**src/rtl/acc_pkg.sv**
```systemverilog
// Shared widths, FSM encoding and the saturation helper for the accumulator readout block.
package acc_pkg;
   localparam int HALF_W = 14;
   localparam int ACC_W  = 2 * HALF_W;

   typedef enum logic {
      ST_IDLE = 1'b0,
      ST_ACC  = 1'b1
   } acc_state_t;

   // Returns {clamped, value}: value limited to sat_w signed bits, sign-extended to ACC_W.
   function automatic logic [ACC_W:0] sat_limit(input logic [ACC_W-1:0] v, input int sat_w);
      logic signed [ACC_W-1:0] hi;
      logic signed [ACC_W-1:0] lo;
      logic signed [ACC_W-1:0] sv;
      hi = $signed((ACC_W'(1) << (sat_w - 1)) - ACC_W'(1));
      lo = ~hi;
      sv = $signed(v);
      if (sv > hi) begin
         return {1'b1, hi};
      end else if (sv < lo) begin
         return {1'b1, lo};
      end
      return {1'b0, v};
   endfunction
endpackage

```
**src/rtl/acc_res_fifo.sv**
```systemverilog
// Result FIFO for group sums: registered storage, head shown combinationally, zero when empty.
// Pushes into a full FIFO and pops from an empty one are ignored.
module acc_res_fifo
   import acc_pkg::*;
#(
   parameter int DEPTH = 4,
   parameter int W     = ACC_W + 1
) (
   input  logic                   clk,
   input  logic                   reset,
   input  logic                   i_push,
   input  logic [W-1:0]           i_push_dat,
   input  logic                   i_pop,
   output logic [W-1:0]           o_head_dat,
   output logic                   o_head_vld,
   output logic [$clog2(DEPTH):0] o_count
);
   localparam int AW = $clog2(DEPTH);

   logic [W-1:0]  r_mem [DEPTH];
   logic [AW-1:0] r_wr_ptr;
   logic [AW-1:0] r_rd_ptr;
   logic [AW:0]   r_count;
   logic          w_do_push;
   logic          w_do_pop;

   assign w_do_pop  = i_pop && (r_count != '0);
   assign w_do_push = i_push && (r_count != (AW+1)'(DEPTH));

   always_ff @(posedge clk) begin
      if (reset) begin
         r_wr_ptr <= '0;
         r_rd_ptr <= '0;
         r_count  <= '0;
      end else begin
         if (w_do_push) r_wr_ptr <= r_wr_ptr + AW'(1);
         if (w_do_pop)  r_rd_ptr <= r_rd_ptr + AW'(1);
         case ({w_do_push, w_do_pop})
            2'b10:   r_count <= r_count + (AW+1)'(1);
            2'b01:   r_count <= r_count - (AW+1)'(1);
            default: r_count <= r_count;
         endcase
      end
   end

   // Storage needs no reset: the head is masked to zero while empty.
   always_ff @(posedge clk) begin
      if (w_do_push) r_mem[r_wr_ptr] <= i_push_dat;
   end

   assign o_head_vld = (r_count != '0);
   assign o_head_dat = o_head_vld ? r_mem[r_rd_ptr] : '0;
   assign o_count    = r_count;
endmodule

```
**src/rtl/acc_readout.sv**
```systemverilog
// Steers product beats into an external accumulator and queues each group sum; result valid 2 cycles after last beat.
// in_ready drops when queued+pending results fill DEPTH. Define ACC_READOUT_SAT_EN to clamp sums to SAT_W bits.
module acc_readout
   import acc_pkg::*;
#(
   parameter int DEPTH = 4,
   parameter int LEN_W = 8,
   parameter int SAT_W = 20
) (
   input  logic             clk,
   input  logic             reset,
   input  logic [LEN_W-1:0] cfg_len,
   input  logic             in_valid,
   output logic             in_ready,
   input  logic [ACC_W-1:0] in_data,
   output logic [ACC_W-1:0] acc_a,
   output logic             acc_aac,
   input  logic [ACC_W-1:0] acc_out,
   output logic             res_valid,
   input  logic             res_ready,
   output logic [ACC_W-1:0] res_data,
   output logic             res_sat
);
   localparam int CW = $clog2(DEPTH) + 1;

   if (DEPTH < 2 || (DEPTH & (DEPTH - 1)) != 0 || SAT_W < 2 || SAT_W > ACC_W) begin : g_param_check
      $error("acc_readout: DEPTH must be a power of two >= 2 and SAT_W within 2..ACC_W");
   end

   acc_state_t       r_state;
   acc_state_t       w_state_nxt;
   logic [LEN_W-1:0] r_cnt;
   logic [LEN_W-1:0] w_cnt_nxt;
   logic [LEN_W-1:0] r_len;
   logic [LEN_W-1:0] w_len_nxt;
   logic             r_pend;
   logic             w_accept;
   logic             w_first;
   logic             w_last;
   logic [CW-1:0]    w_count;
   logic [ACC_W:0]   w_push_dat;
   logic [ACC_W:0]   w_head_dat;

   // A sum still waiting to be captured already owns a FIFO slot.
   assign in_ready = (int'(w_count) + int'(r_pend)) < DEPTH;
   assign w_accept = in_valid && in_ready && !reset;
   assign w_first  = (r_state == ST_IDLE);
   assign w_last   = w_accept && (w_first ? (cfg_len == '0) : (r_cnt == r_len));

   always_comb begin
      w_state_nxt = r_state;
      w_cnt_nxt   = r_cnt;
      w_len_nxt   = r_len;
      acc_a       = '0;
      acc_aac     = 1'b0;
      case (r_state)
         ST_IDLE: begin
            if (w_accept) begin
               acc_a     = in_data;
               w_len_nxt = cfg_len;
               w_cnt_nxt = LEN_W'(1);
               if (!w_last) w_state_nxt = ST_ACC;
            end
         end
         ST_ACC: begin
            acc_aac = !reset;
            if (w_accept) begin
               acc_a     = in_data;
               w_cnt_nxt = r_cnt + LEN_W'(1);
               if (w_last) w_state_nxt = ST_IDLE;
            end
         end
         default: w_state_nxt = ST_IDLE;
      endcase
   end

   always_ff @(posedge clk) begin
      if (reset) begin
         r_state <= ST_IDLE;
         r_cnt   <= '0;
         r_len   <= '0;
         r_pend  <= 1'b0;
      end else begin
         r_state <= w_state_nxt;
         r_cnt   <= w_cnt_nxt;
         r_len   <= w_len_nxt;
         r_pend  <= w_last;
      end
   end

`ifdef ACC_READOUT_SAT_EN
   assign w_push_dat = sat_limit(acc_out, SAT_W);
`else
   assign w_push_dat = {1'b0, acc_out};
`endif

   acc_res_fifo #(
      .DEPTH (DEPTH),
      .W     (ACC_W + 1)
   ) u_fifo (
      .clk        (clk),
      .reset      (reset),
      .i_push     (r_pend),
      .i_push_dat (w_push_dat),
      .i_pop      (res_valid && res_ready),
      .o_head_dat (w_head_dat),
      .o_head_vld (res_valid),
      .o_count    (w_count)
   );

   assign res_data = w_head_dat[ACC_W-1:0];
   assign res_sat  = w_head_dat[ACC_W];
endmodule

```
**config.mk**
```make
export PLATFORM = sky130hd
export DESIGN_NAME = acc_readout
export DESIGN_NICKNAME = d
export VERILOG_FILES = /design/src/rtl/acc_pkg.sv /design/src/rtl/acc_res_fifo.sv /design/src/rtl/acc_readout.sv
export SDC_FILE = /design/constraint.sdc
export NUM_CORES = 1
export LEC_CHECK = 0
export ABC_AREA = 1
export ABC_CLOCK_PERIOD_IN_PS = 2550
export CAP_MARGIN = 20
export CORE_MARGIN = 8
export CORE_UTILIZATION = 30
export CTS_BUF_LIST = sky130_fd_sc_hd__clkbuf_16
export CTS_CLUSTER_SIZE = 24
export DETAILED_ROUTE_END_ITERATION = 8
export DONT_BUFFER_PORTS = 1
export SETUP_SLACK_MARGIN = 0.2
export SLEW_MARGIN = 40
export SYNTH_ARGS = -nofsm -noshare
export SYNTH_HDL_FRONTEND = slang
export SYNTH_HIERARCHICAL = 1
export SYNTH_SLANG_ARGS = --single-unit
```
**constraint.sdc**
```tcl
create_clock -name clk -period 2.55 [get_ports clk]
set_input_delay 0 -clock clk [delete_from_list [all_inputs] [get_ports clk]]
set_output_delay 0 -clock clk [all_outputs]
set_load 0.02 [all_outputs]
```
# After elaboration in Yosys (flattened, before gate mapping)
# Memories as Yosys holds them, arrays and structs flattened. A register that Yosys moved wholly into a read port is not among the register bits.
# Cells that the tools add are included.
# op_classes
n_reduce_logical	12
muxes	16
eq_ne	6
n_addsub	6
magnitude_cmp	1
n_bitwise	1
# op_table
operator	n
29-bit 2-to-1 mux	1
28-bit 2-to-1 mux	1
8-bit 2-to-1 mux	2
8-bit one-hot mux with 2 select lines	1
8-bit by 1-bit adder with 8-bit output, second input constant	1
8-bit equality test	1
8-bit zero test	1
1-bit 2-to-1 mux	7
1-bit logical AND	6
3-bit one-hot mux with 2 select lines	1
2-bit by 1-bit adder with 2-bit output, second input constant	2
3-bit by 1-bit adder with 4-bit output	1
4-bit by 3-bit < comparator with 1-bit output, second input constant	1
2-bit 2-to-1 mux	2
2-bit AND reduction	2
3-bit by 1-bit adder with 3-bit output, second input constant	1
3-bit != test, second input constant	1
3-bit nonzero test	1
3-bit by 1-bit subtractor with 3-bit output, second input constant	1
2-bit by 1-bit equality test with 1-bit output, second input constant	1
2-bit equality test, second input constant	1
2-bit by 1-bit != test with 1-bit output, second input constant	1
2-bit != test, second input constant	1
1-bit one-hot mux with 2 select lines	1
3 further kinds	3
# word_totals
out_inout_bits	60
mem_count	1
reg_bits	25
wordCells	50
mem_bits_rw	112
in_bits	68
# mem_list
name	depth	width	rd	rd_ports_with_merged_regs	write_ports	line_no	text
u_fifo.r_mem	4	28	1	1	1	acc_res_fifo.sv:20	logic [W-1:0] r_mem [DEPTH];

# Depth between registers and ports, before layout
# depth
depth_word	8
depth_mapped	15
mapped_depth_nobuf	15

# By module
# The synthesis kept the hierarchy.
# modules_own_cells
mod	area_each_um2	n_inst	cells_per_inst
acc_res_fifo	5017.3	1	412
acc_readout	1172.4	1	196

# Worst setup path before layout
# No wires, ideal clock.
# synth_timing
path_type	register to register
start	register u_fifo.r_count[1] (netlist: u_fifo/o_count[1])
end	memory u_fifo/r_mem[0][0] in the netlist's numbering (enable)
stages_incl_launch_ff	5
arrival_time_ns	1.881
required_time_ns	2.135
n_path_buf	0
setup_time_ns	0.415
setup_slack_ns	0.254
path_cell_list	dfxtp_1 nor2_1 nand2_1 nand2_1 nor2_1
# synth_between
elab_chain_len	4
# synth_rtl
item	line_no	text
start: declaration	acc_res_fifo.sv:23	logic [AW:0] r_count;
start signal: assignment	acc_res_fifo.sv:39	2'b10: r_count <= r_count + (AW+1)'(1);
start signal: assignment	acc_res_fifo.sv:40	2'b01: r_count <= r_count - (AW+1)'(1);
start signal: assignment	acc_res_fifo.sv:41	default: r_count <= r_count;
3-bit != test	acc_res_fifo.sv:28	assign w_do_push = i_push && (r_count != (AW+1)'(DEPTH));
1-bit logical AND	acc_res_fifo.sv:28	
1-bit 2-to-1 mux	acc_res_fifo.sv:48	if (w_do_push) r_mem[r_wr_ptr] <= i_push_dat;
1-bit 2-to-1 mux (not written as such)	acc_res_fifo.sv:48	
end: declaration	acc_res_fifo.sv:20	
# Every way passes these cells.

==> summary.md <==
| Metric | Value |
|---|---|
| Leak | ~3 nW |
| Synthesis warning total | 6 |
| Vias in the first global route | around 4600 |
| Row count | 52 |
| Power density cells | slightly above 700 nW/um2 |
| Fmax | around 0.49 GHz |
| Post-route minimum period | roughly 2 ns |
| First-pass GRT wire length | roughly 23000 um |
| Residual DRC | 0 |
| Most common cell after layout, fill and taps aside | nor2_1 |
| Grt total ovfl | 0 |
| Vias/cell | 4.40 |
| All-layer global routing usage | approximately 11% |
| Routability Congestion | 0.760 |
| Seq/Total Area, Yosys | 65.0% |
| Setup TNS | 0 ns |
| Synth unique cells | 32 |
| Worst-margin pin slew | 0.700 ns |
| Htree depth | 4 |
| Worst path cell trace | buf_4 > nor2_1 > nor2_1 > o21ai_0 > a21oi_1 > buf_4 |
| Top FF cell, synth | edfxtp_1 |
| Initial core utilization | 30.6% |
| Most frequent cells in the layout | nor2_1 (167), edfxtp_1 (116), inv_1 (72) |
| CP required | ~2.6 ns |
| Status | completed |
| Async S/R FF share, synth | 0% |
| Part of the cycle the worst path needs | approximately four fifths |
| P&R area growth vs syn | 23.9% |
| Final Non-Filler Cells | between 900 and 1000 |
| Pre-antenna DRT Iters | 5 |
| Die Height | between 150 and 200 um |
| Clk_lat worst skew | around 0.40 ns |
| Post-synth EDFFs | between 100 and 150 |
| Initial DRC Count | ~210 |
| Hold slack | between 0.08 and 0.09 ns |
| Worst EP arrival | a little over 2 ns |
| CP endpoint kind | output port |
| Max clock buf depth | 2 |
| CTS Sinks | 143 |
| Seq cells post-synth | ~140 |
| Nets@finish | ~760 |
| RSZ-0062 raised after global routing | false |
| Total CTS buffers | 17 |
| # resized after CTS | 0 |
| Max Slew Vio Count | 0 |
| Largest net degree at the start of global routing | 59 |
| CP Buf/Inv Count | 2 |
| Post-Synthesis Cells | around 610 |
| Critical path type | reg -> out |
| Share of cells above drive strength 1 | approximately an eighth |
| VDD IR-drop max | roughly 0.42 mV |
| # Max-Cap Violations | 0 |
| Rel. slew slack | ~53% |
| Final ANT Viol Nets | 0 |
| Antenna violations before repair | 2 |
| Num ports | ~130 |
| Total vias in the final route | 4237 |
| DP Cell Count | ~900 |
| Slowest CP cell | buf_4 |
| CP peak stage delay | approximately 0.50 ns |
| Die W | about 160 um |
| CP delay by family, top | buffers and inverters |
| Startpoint Class | flop |
| Post-synth design cell area | approximately 6200 um2 |
| Setup violators final | 0 |
| Worst min-delay path class | in -> out |
| CTS root buffer | clkbuf_16 |
| Die area | approximately 25000 um2 |
| Post-CTS setup buffer count | 0 |
| Clock Skews | 0.00763 ns |
| Wire per inst | 14.5 um |
| Dpl hpwl | about 8600 um |
| Peak fanout along the critical path | 58 |
| Placeable Area | between 20000 and 25000 um2 |
| DRT Wirelength | roughly 14000 um |
| CTS clock-pin slew for the worst setup and hold paths | around 0.05 ns |
| Syn avg cell area | a little over 10 um2 |
| I/O Buffers | 0 |
| TritonCTS clock tree | done |
| Post-layout total power | ~0.0055 W |
| Final Hold Violating Endpoints | 0 |
==> path summary, 6_finish.rpt <==
| path | depth (start not counted) | slack [ns] | end | from |
|---|---|---|---|---|
| worst max-delay path | 6 | 0.50 | res_sat | flop |
| worst min-delay path | 1 | 0.09 | acc_aac | reset |
| worst max register to register | 15 | 0.55 | u_fifo/o_count[2]$_SDFFE_PP0P_ | u_fifo/o_count[2]$_SDFFE_PP0P_ |
| worst min register to register | 2 | 0.50 | u_fifo/r_wr_ptr[0]$_SDFFE_PP0P_ | u_fifo/r_wr_ptr[0]$_SDFFE_PP0P_ |
==> sequential cells by signal, summed over array words and instances (netlist names), named ones only <==
signal	cells
r_pend	1
u_fifo/r_mem	116
u_fifo/r_wr_ptr	2
u_fifo/o_count	3
r_len	8
u_fifo/r_rd_ptr	2
r_cnt	8
==> worst register-to-register path, cell delays in order (launching register included) <==
cell and delay [ns]:
dfxtp_1 0.35, inv_1 0.08, nand2_2 0.19, nand2_1 0.08, inv_1 0.08, nand2_1 0.07, inv_1 0.09, ha_1 0.16
inv_1 0.06, fa_1 0.39, inv_1 0.07, nand2_1 0.04, nand3_1 0.08, nand2_1 0.05, nand2_1 0.05, nor2_1 0.04
==> cell usage after synthesis, types with 3 or more instances <==
| cell | count | area (um2) |
|---|---|---|
| buf_4 | 7 | 52.6 |
| ha_1 | 6 | 75.1 |
| buf_6 | 7 | 78.8 |
| edfxtp_1 | 116 | 3480 |
| nand2_1 | 44 | 165 |
| dfxtp_1 | 27 | 541 |
| nor2_1 | 171 | 642 |
| clkbuf_2 | 3 | 15.0 |
| o21ai_1 | 20 | 100 |
| inv_1 | 70 | 263 |
| inv_2 | 4 | 15.0 |
| xnor2_1 | 5 | 43.8 |
| buf_2 | 4 | 20.0 |
| a21oi_1 | 44 | 220 |
| o21ai_0 | 47 | 235 |
| nand3_1 | 12 | 60.1 |
==> metal layers <==
metal | global-route usage [%] | share of wire (%)
met1 | 13.2 | 45
met2 | 18.7 | 49
met3 | 4.04 | 5.8
met4 | 2.87 | 0.62
met5 | 0 | 0
==> stage by stage <==
step	worst slack, ns	instance area, um2	util (%)
floorplan	0.254	6200	-
detailed placement	0.540	6660	32.9
global route	0.299	7670	37.9
finish	0.496	7670	37.9
CTS	0.451	7660	37.9
global placement	0.592	6660	32.9
==> power breakdown <==
group | switching (W) | internal, W
Sequential | 0.0000164 | 0.00255
Clock | 0.000894 | 0.00172
Combinational | 0.000183 | 0.000103
Total | 0.00109 | 0.00436
==> cells by family (layout without fill, tap and decap cells) <==
kind of cell	count (synthesis)	count (layout)	share of synthesized area, %
and+or+nand+nor	235	235	15.2
AOI/OAI and AO/OA	116	116	9.66
xor gates and xnor gates	6	6	0.849
adders and majority gates	7	7	1.54
buffers and inverters	100	179	7.66
DFF	143	143	65.0
other	1	6	0.0606
==> area by class of cell <==
type / instances / area [um2]
Antenna cell: 2 / 5.00
Tap cell: 270 / 338
Multi-Input combinational cell: 368 / 1730
Inverter: 74 / 278
Clock buffer: 17 / 425
Timing Repair Buffer: 76 / 666
Fill cell: 1969 / 12600
Sequential cell: 143 / 4030
Clock inverter: 12 / 196
==> timing repair <==
action | in CTS | in global routing
endpoints found under the hold margin | 139 | 0
setup endpoints to repair | 0 | 0
hold buffers | 38 | 0
Power figures use the tool's default switching activity.
